===== src/rtl/serial_subtractor.sv =====
// Multi-cycle subtractor: d = a - b - bin, DIGIT bits per clock with the borrow
// carried between cycles, valid/ready on both sides and a signed-overflow flag.
module serial_subtractor #(
    parameter int WIDTH = 8,
    parameter int DIGIT = 1
) (
    input  logic             clk,
    input  logic             rst_n,
    input  logic             in_valid,
    output logic             in_ready,
    input  logic [WIDTH-1:0] a,
    input  logic [WIDTH-1:0] b,
    input  logic             bin,
    output logic             out_valid,
    input  logic             out_ready,
    output logic [WIDTH-1:0] d,
    output logic             bout,
    output logic             ovf
);

    localparam int STEPS = WIDTH / DIGIT;
    localparam int CNT_W = (STEPS > 1) ? $clog2(STEPS) : 1;

    generate
        if (DIGIT < 1 || WIDTH < 1 || (WIDTH % DIGIT) != 0) begin : g_bad_params
            $error("serial_subtractor: WIDTH must be a positive multiple of DIGIT");
        end
    endgenerate

    typedef enum logic [1:0] {IDLE, RUN, DONE} state_t;

    state_t             state_q, state_d;
    logic [WIDTH-1:0]   a_sh_q, a_sh_d;
    logic [WIDTH-1:0]   b_sh_q, b_sh_d;
    logic [WIDTH-1:0]   r_sh_q, r_sh_d;
    logic [WIDTH-1:0]   d_q, d_d;
    logic [CNT_W-1:0]   cnt_q, cnt_d;
    logic               borrow_q, borrow_d;
    logic               a_msb_q, a_msb_d;
    logic               b_msb_q, b_msb_d;
    logic               bout_q, bout_d;
    logic               ovf_q, ovf_d;

    logic [DIGIT:0]         digit_diff;
    logic [WIDTH+DIGIT-1:0] r_wide;
    logic [WIDTH-1:0]       r_shifted;

    // One digit of subtraction; the extra top bit of digit_diff is the new borrow.
    always_comb begin
        digit_diff = {1'b0, a_sh_q[DIGIT-1:0]} - {1'b0, b_sh_q[DIGIT-1:0]}
                   - {{DIGIT{1'b0}}, borrow_q};
        r_wide     = {digit_diff[DIGIT-1:0], r_sh_q};
        r_shifted  = r_wide[WIDTH+DIGIT-1:DIGIT];
    end

    always_comb begin
        state_d  = state_q;
        a_sh_d   = a_sh_q;
        b_sh_d   = b_sh_q;
        r_sh_d   = r_sh_q;
        d_d      = d_q;
        cnt_d    = cnt_q;
        borrow_d = borrow_q;
        a_msb_d  = a_msb_q;
        b_msb_d  = b_msb_q;
        bout_d   = bout_q;
        ovf_d    = ovf_q;
        unique case (state_q)
            IDLE: begin
                if (in_valid) begin
                    a_sh_d   = a;
                    b_sh_d   = b;
                    borrow_d = bin;
                    cnt_d    = '0;
                    a_msb_d  = a[WIDTH-1];
                    b_msb_d  = b[WIDTH-1];
                    state_d  = RUN;
                end
            end
            RUN: begin
                a_sh_d   = a_sh_q >> DIGIT;
                b_sh_d   = b_sh_q >> DIGIT;
                r_sh_d   = r_shifted;
                borrow_d = digit_diff[DIGIT];
                cnt_d    = cnt_q + CNT_W'(1);
                if (cnt_q == CNT_W'(STEPS - 1)) begin
                    d_d     = r_shifted;
                    bout_d  = digit_diff[DIGIT];
                    // Overflow only possible when operand signs differ.
                    ovf_d   = (a_msb_q != b_msb_q) && (r_shifted[WIDTH-1] != a_msb_q);
                    state_d = DONE;
                end
            end
            DONE: begin
                if (out_ready) begin
                    state_d = IDLE;
                end
            end
            default: state_d = IDLE;
        endcase
    end

    always_ff @(posedge clk or negedge rst_n) begin
        if (!rst_n) begin
            state_q  <= IDLE;
            a_sh_q   <= '0;
            b_sh_q   <= '0;
            r_sh_q   <= '0;
            d_q      <= '0;
            cnt_q    <= '0;
            borrow_q <= 1'b0;
            a_msb_q  <= 1'b0;
            b_msb_q  <= 1'b0;
            bout_q   <= 1'b0;
            ovf_q    <= 1'b0;
        end else begin
            state_q  <= state_d;
            a_sh_q   <= a_sh_d;
            b_sh_q   <= b_sh_d;
            r_sh_q   <= r_sh_d;
            d_q      <= d_d;
            cnt_q    <= cnt_d;
            borrow_q <= borrow_d;
            a_msb_q  <= a_msb_d;
            b_msb_q  <= b_msb_d;
            bout_q   <= bout_d;
            ovf_q    <= ovf_d;
        end
    end

    assign in_ready  = (state_q == IDLE);
    assign out_valid = (state_q == DONE);
    assign d         = d_q;
    assign bout      = bout_q;
    assign ovf       = ovf_q;

endmodule


===== config.mk =====
export PLATFORM = sky130hd
export DESIGN_NAME = serial_subtractor
export DESIGN_NICKNAME = d
export VERILOG_FILES = /design/src/rtl/serial_subtractor.sv
export SDC_FILE = /design/constraint.sdc
export NUM_CORES = 1
export LEC_CHECK = 0
export ABC_AREA = 1
export BUFFER_PORTS_ARGS = -buffer_cell sky130_fd_sc_hd__buf_2
export CAP_MARGIN = 40
export CORE_MARGIN = 8
export CORE_UTILIZATION = 40
export DETAILED_ROUTE_END_ITERATION = 7
export GPL_TIMING_DRIVEN = 0
export PLACE_DENSITY = 0.72
export SETUP_SLACK_MARGIN = 0.05
export SLEW_MARGIN = 20
export SYNTH_ARGS = -nofsm -noshare
export SYNTH_HDL_FRONTEND = slang
export SYNTH_SLANG_ARGS = --single-unit

===== constraint.sdc =====
create_clock -name clk -period 3.2 [get_ports clk]
set_input_delay 0.32 -clock clk [delete_from_list [all_inputs] [get_ports clk]]
set_output_delay 0.32 -clock clk [all_outputs]
set_load 0.05 [all_outputs]

Word level (Yosys, flattened, before mapping)
Cells that the tools add are included.
{"block": "word_totals", "register_bits": 42, "latch_bits": 0, "ramBits": 0, "mem_bits_ro": 0, "input_bits": 21, "output_inout_bits": 12, "word_cells": 41, "memories": 0}
{"block": "op_classes", "addsub": 3, "n_mul": 0, "n_div": 0, "magnitude_cmp": 0, "eq_ne": 8, "n_shift": 0, "muxes": 12, "bitwise_logic": 0, "n_reduce_logical": 7}
{"op": "case mux 8 bit (2 select lines)", "count": 2}
{"op": "2-to-1 mux 8 bit", "count": 2}
{"op": "2-to-1 mux 2 bit", "count": 3}
{"op": "case mux 2 bit (3 select lines)", "count": 1}
{"op": "case mux 3 bit (2 select lines)", "count": 1}
{"op": "AND reduction 2 bit", "count": 3}
{"op": "inequality test 2 bit, second input constant", "count": 2}
{"op": "adder 3 x 1 -> 3 bit, second input constant", "count": 1}
{"op": "== test 3 bit, second input constant", "count": 1}
{"op": "2-to-1 mux 3 bit", "count": 1}
{"op": "AND reduction 3 bit", "count": 1}
{"op": "== test 2 x 1 -> 1 bit, second input constant", "count": 1}
{"op": "== test 2 bit, second input constant", "count": 1}
{"op": "logical NOT 2 bit", "count": 1}
{"op": "inequality test 1 bit", "count": 2}
{"op": "inequality test 2 x 1 -> 1 bit, second input constant", "count": 1}
{"op": "case mux 1 bit (2 select lines)", "count": 1}
{"op": "nonzero test 2 bit", "count": 1}
{"op": "subtractor 1 x 1 -> 2 bit", "count": 1}
{"op": "subtractor 2 x 1 -> 2 bit", "count": 1}
{"op": "logical AND 1 bit", "count": 1}
{"op": "2-to-1 mux 1 bit", "count": 1}

Longest topological paths before layout
Gate-level depths: netlist (run 1).
{"block": "logic_depth", "word_depth": 4, "depth_mapped": 7, "ltp_nobuf": 7}

Least setup slack after synthesis (run 1)
Ideal clock, no wire load.
{"block": "synth_timing", "kind": "reg-to-reg", "startpoint": "register state_q[0]", "endpoint": "register a_msb_q", "t_arrival_ns": 1.647, "slack_ns": 1.427, "stages_incl_launch_ff": 6, "n_path_buf": 1, "cell_sequence": "dfrtp_1 > buf_6 > nor2_1 > nand2_1 > nand2_1 > o21ai_0"}
{"block": "synth_via", "elab_chain_len": 2}
{"item": "start, declared", "line_no": "32", "text": "state_t state_q, state_d;"}
{"item": "start signal, assigned", "line_no": "117", "text": "state_q <= state_d;"}
{"item": "logical NOT 2 bit"}
{"item": "net in_ready", "line_no": "10", "text": "output logic in_ready,"}
{"item": "AND reduction 2 bit (no line)"}
{"item": "end signal, assigned", "line_no": "124", "text": "a_msb_q <= a_msb_d;"}
{"item": "end, declared", "line_no": "39", "text": "logic a_msb_q, a_msb_d;"}
The timed path passes the listed nets, and every way through them passes these cells.
A chain may end at the register's enable or synchronous reset.

Worst setup path after layout (run 1)
{"block": "layout_timing", "startpoint": "register state_q[0]", "endpoint": "output out_valid"}
{"block": "layout_via", "elab_chain_len": 1}
{"item": "== test 2 bit", "line_no": "132", "text": "assign out_valid = (state_q == DONE);"}
{"item": "end, declared", "line_no": "14", "text": "output logic out_valid,"}
Every way passes these cells.

==> reports/metrics.csv, run 1 <==
metric,value,unit
starting density of the core,0.406,
Simple-Gate Fraction of Synth Area,0.284,
Synth Area in Adders,0.0240,
critical path capture point type,output port,
slew at the pin closest to its max-slew limit,246,ps
initial antenna violation count,0,
Tot GR Track Use,0.125,
sequential area share after synthesis,0.546,
htree depth,2,
critical path required time,2880,ps
Netlist cell types,16,
clk buf depth,2,
"commonest non-fill, non-tap cell in the layout",nand2_1,
largest net degree at the start of global routing,33,
via/cell ratio,4.67,
Core Area,0.00463,mm²
layout cells sized above 1,0.231,
post-route cell area,0.00223,mm²
XOR/XNOR share of the synthesized area,0,
PwrDens,1020,mW/mm²
reg2reg start,a_sh_q[0],
Vias,1503,
synth top area cells,"dfrtp_1, nand2_1, nand3_1",
type of the tightest min-delay check,primary input to flop,
Placed Cells,313,
Pre-antenna DRT Iters,4,
Area growth syn-to-layout,18.8,%
multiplexer share of the synthesized area,0,
total global routing overflow,0,
GPL Wtd Cong,0.784,
Max Transition Viols Final,0,
"Net Count, Synth",250,
global-route wire length before repair,7330,µm
Yosys reg bits,41,
unrepaired setup endpoints after global routing,false,
Max-Cap Viols,0,
area of the mapped netlist,0.00188,mm²
number of remaining DRC errors,0,
status,"complete, no violations",
Nets,291,
drt wl/cell,12.5,µm
Lkg Pwr,1.25,nW
min-delay src,out_ready,
Worst EP arrival,1440,ps
CP max FO,10,
antenna cells,0,
row cnt,25,
DRT antenna net count,0,
Final Hold Vio Count,0,
die width,84.5,µm
vias in the first global route,1622,
Synth area leader,dfrtp_1,
min Tclk post-route,1760,ps
clock skew,6.71,ps
final setup violating endpoints,0,
Yosys warning total,0,
Compound-Gate Fraction of Synth Area,0.0739,
area post-placement,0.00213,mm²
relative slew slack,0.836,
Max rail drop VDD,0.360,mV
Util after Layout,0.482,
Tcrit/Tclk final,0.551,
routed wire length,4030,µm
"commonest non-fill, non-tap cells in the layout","nand2_1, dfrtp_1, buf_2, nand3_1",
post-CTS sizing,0,
Detailed Place HPWL,2970,µm
CTS root buffer,clkbuf_8,
number of clock sinks,41,
Worst-path clk slew,80,ps
Mapped Cells,226,
main combinational cell family by area after synthesis,simple AND/OR/NAND/NOR gates,
Die ar.,0.00715,mm²
CTS tree,done,
Non-Filler Instances,322,
num ports,33,
CTS Buf Count,5,
port bufs,32,
die height,84.5,µm
Skew-Pair Late Insertion Delay,290,ps
FMAX,0.567,GHz
setup_tns,0,ps
kind of start point of the critical path,flop,
syn_area_per_cell,8.32,µm²
Synth top area share,0.546,
crit path kind,flop to output port,
initial drt markers,58,
Worst Setup SP,state_q[0],
==> critical path: stages, from the launching register on <==
cell	delay (ps)
dfrtp_1	440
buf_6	170
buf_2	180
nor2_1	110
buf_2	270
==> flip-flops by register name, summed over array words and instances (netlist names) <==
register	count
borrow_q	1
bout	1
b_msb_q	1
b_sh_q	8
ovf	1
state_q	2
cnt_q	3
r_sh_q	7
a_msb_q	1
a_sh_q	8
d	8
==> final cells by class <==
type                            instances  area, µm²
Clock buffer                            6       82.6
Inverter                               16       60.1
Buffer                                 10       75.1
Clock inverter                          2       13.8
Sequential cell                        41       1030
Timing Repair Buffer                   34        190
Multi-Input combinational cell        159        718
Fill cell                             500       2400
Tap cell                               54       67.6
==> what timing repair did <==
action | CTS | global route
hold buffers | 1 | 0
buffers inserted | 0 | 0
endpoints found under the hold margin | 9 | 0
==> per-layer routing <==
layer  vias to the layer above  track usage  part of all wire
li1                        779            -                 -
met1                       685        0.152              0.47
met2                        35        0.205              0.46
met3                         4       0.0449             0.063
met4                         0       0.0291            0.0089
met5                         -            0                 0
==> Yosys cell counts <==
library cell	number
nand2_1	112
dfrtp_1	41
nand3_1	17
inv_1	14
o21ai_0	14
o21ai_2	7
buf_2	5
buf_6	4
nor2_1	3
ha_1	2
inv_2	2
clkbuf_2	1
fa_1	1
nand2_2	1
nor2_4	1
o31ai_1	1
==> path summary, 6_finish.rpt <==
path,end,slack [ps],depth (start not counted)
max,out_valid,1440,4
min,state_q[1],220,2
max reg2reg,ovf,1740,7
min reg2reg,d[1],480,2
max in group asynchronous,r_sh_q[2],2340,3
min in group asynchronous,d[0],420,2
==> metrics by stage <==
stage | total power [mW] | hold WS [ps] | setup slack [ps]
2_1_floorplan | 1.68 | 24.4 | 1430
3_3_place_gp | 1.90 | 460 | 1770
3_5_place_dp | 1.95 | 198 | 1740
4_1_cts | 2.31 | 201 | 1420
5_1_grt | 2.50 | 203 | 1350
6_report | 2.28 | 216 | 1440
==> power by group <==
group	switching (mW)	internal, mW
sequential	0.127	0.742
clock	0.180	0.175
combinational	0.711	0.346
==> cells by family after synthesis <==
group | Yosys count
simple gates | 134
compound gates | 22
buf+inv | 26
fa+ha+maj | 3
flops | 41
(Power assumes the default switching activity.)
==> inputs of run 2 (changes only) <==
==> constraint.sdc (replaced) <==
create_clock -name clk -period 1.66 [get_ports clk]
set_input_delay 0.166 -clock clk [delete_from_list [all_inputs] [get_ports clk]]
set_output_delay 0.166 -clock clk [all_outputs]
set_load 0.05 [all_outputs]
==> reports/metrics.csv, run 2 (synthesized netlist as in run 1, its figures left out) <==
metric,value,unit,change
CTS tree,done,,unchanged
Tcrit/Tclk final,0.933,,
number of clock sinks,41,,unchanged
kind of start point of the critical path,flop,,unchanged
Pre-antenna DRT Iters,4,,unchanged
htree depth,2,,unchanged
Worst-path clk slew,90,ps,was 80 ps
global-route wire length before repair,7100,µm,was 7330 µm
critical path capture point type,output port,,unchanged
CP max-delay cell,dfrtp_1,,unchanged
worst-path cell chain,buf_6 > buf_2 > nor2_1 > buf_6,,was buf_6 > buf_2 > nor2_1 > buf_2
Detailed Place HPWL,2910,µm,was 2970 µm
Place WS,235,ps,was 1740 ps
Hold EP,state_q[1],,unchanged
# fillers,475,,was 500
die height,84.5,µm,unchanged
CTS root buffer,clkbuf_8,,unchanged
Skew-Pair Late Insertion Delay,310,ps,was 290 ps
GPL Wtd Cong,0.782,,was 0.784
Crit path top cell by count,buf_6,,was buf_2
final setup violating endpoints,0,,unchanged
CTS Buf Count,5,,unchanged
status,"complete, no violations",,unchanged
Hold Path Depth,2,,unchanged
met3 Resource Use GR,0.0420,,was 0.0449
FF-to-FF setup slack,240,ps,was 1740 ps
starting density of the core,0.406,,unchanged
min Tclk post-route,1550,ps,
Max Transition Viols Final,0,,unchanged
Tot GR Track Use,0.124,,was 0.125
number of remaining DRC errors,0,,unchanged
num ports,33,,unchanged
clock skew,11.0,ps,was 6.71 ps
vias in the first global route,1566,,was 1622
Area growth syn-to-layout,21.3,%,was 18.8%
routed wire length,4060,µm,was 4030 µm
grt met2 use,0.189,,was 0.205
drt wl/cell,12.6,µm,was 12.5 µm
register area,0.00103,mm²,about the same
CP peak stage delay,420,ps,was 440 ps
FMAX,0.645,GHz,
clk buf depth,2,,unchanged
GRT busiest layer,met2,,unchanged
post-route cell area,0.00228,mm²,was 0.00223 mm²
Placed Cells,313,,unchanged
CP max FO,10,,unchanged
Max-Cap Viols,0,,unchanged
type of the tightest min-delay check,primary input to flop,,unchanged
total global routing overflow,0,,unchanged
WP buf/inv,3,,unchanged
PwrDens,2010,mW/mm²,was 1020 mW/mm²
setup_tns,0,ps,unchanged
min-delay src,out_ready,,unchanged
Die ar.,0.00715,mm²,unchanged
Vias,1555,,was 1503
row cnt,25,,unchanged
Non-Filler Instances,323,,was 322
DRT antenna net count,0,,unchanged
"commonest non-fill, non-tap cells in the layout","nand2_1, dfrtp_1, buf_2, nand3_1",,unchanged
relative slew slack,0.722,,was 0.836
setup ws final,111,ps,was 1440 ps
routing usage on met1,0.149,,was 0.152
Lkg Pwr,1.26,nW,was 1.25 nW
Final Hold Vio Count,0,,unchanged
multi-input combinational cell area,721,µm²,was 718 µm²
largest net degree at the start of global routing,26,,was 33
Nets,292,,was 291
Core Area,0.00463,mm²,unchanged
port bufs,32,,unchanged
Crit path max-delay family,buffers and inverters,,unchanged
"commonest non-fill, non-tap cell in the layout",nand2_1,,unchanged
Tot Pwr,4.59,mW,was 2.28 mW
die width,84.5,µm,unchanged
critical path required time,1490,ps,was 2880 ps
Worst EP arrival,1380,ps,was 1440 ps
unrepaired setup endpoints after global routing,false,,unchanged
initial drt markers,65,,was 58
reg2reg start,a_sh_q[0],,unchanged
via/cell ratio,4.81,,was 4.67
initial antenna violation count,0,,unchanged
crit path kind,flop to output port,,unchanged
FF-to-FF End,ovf,,unchanged
layout cells sized above 1,0.242,,was 0.231
slew at the pin closest to its max-slew limit,417,ps,was 246 ps
antenna cells,0,,unchanged
Max rail drop VDD,0.740,mV,was 0.360 mV
area post-placement,0.00213,mm²,about the same
worst-case reg-to-reg path depth,7,,unchanged
run 2: per-stage QoR:
step / util / hold slack, ps
final: 0.492 / 41.5
after global routing: 0.492 / 36.3
after CTS: 0.489 / 36.1
after detailed placement: 0.460 / 118
after global placement: 0.456 / 344
after floorplan: - / -130
run 2: routing by layer:
| metal | share of wire | routed length (µm) |
|---|---|---|
| met1 | 0.47 | 1900 |
| met2 | 0.45 | 1840 |
| met5 | 0 | 0 |
| met3 | 0.054 | 218 |
| met4 | 0.022 | 91 |
run 2: where the power goes:
group | switching (mW) | internal (mW)
Combinational | 1.37 | 0.686
Sequential | 0.240 | 1.43
Clock | 0.374 | 0.489
run 2: how the worst max path moves through the flow:
stage                          start   endpoint  depth (start not counted)
final                     state_q[0]  out_valid                          4
after global routing      state_q[0]  out_valid                          4
after CTS                 state_q[0]  out_valid                          4
after detailed placement   a_sh_q[0]        ovf                          7
after global placement     a_sh_q[0]        ovf                          7
after floorplan           state_q[0]  out_valid                          3
run 2: cell type report:
| type | count | area share |
|---|---|---|
| flip-flops and latches | 41 | 0.451 |
| multi-input cells | 159 | 0.316 |
| repair buffers | 35 | 0.0895 |
| clock buffers | 6 | 0.0362 |
| plain buffers | 10 | 0.0340 |
| well taps | 54 | 0.0296 |
| inverters | 16 | 0.0274 |
| clock inverters | 2 | 0.0165 |
run 2: timing repair:
action	in CTS	in global routing
endpoints found under the hold margin	16	0
pin swaps	0	0
hold buffers	1	0
setup endpoints to repair	1	1
resized for setup	1	4
gates cloned	0	0
setup buffers	0	1
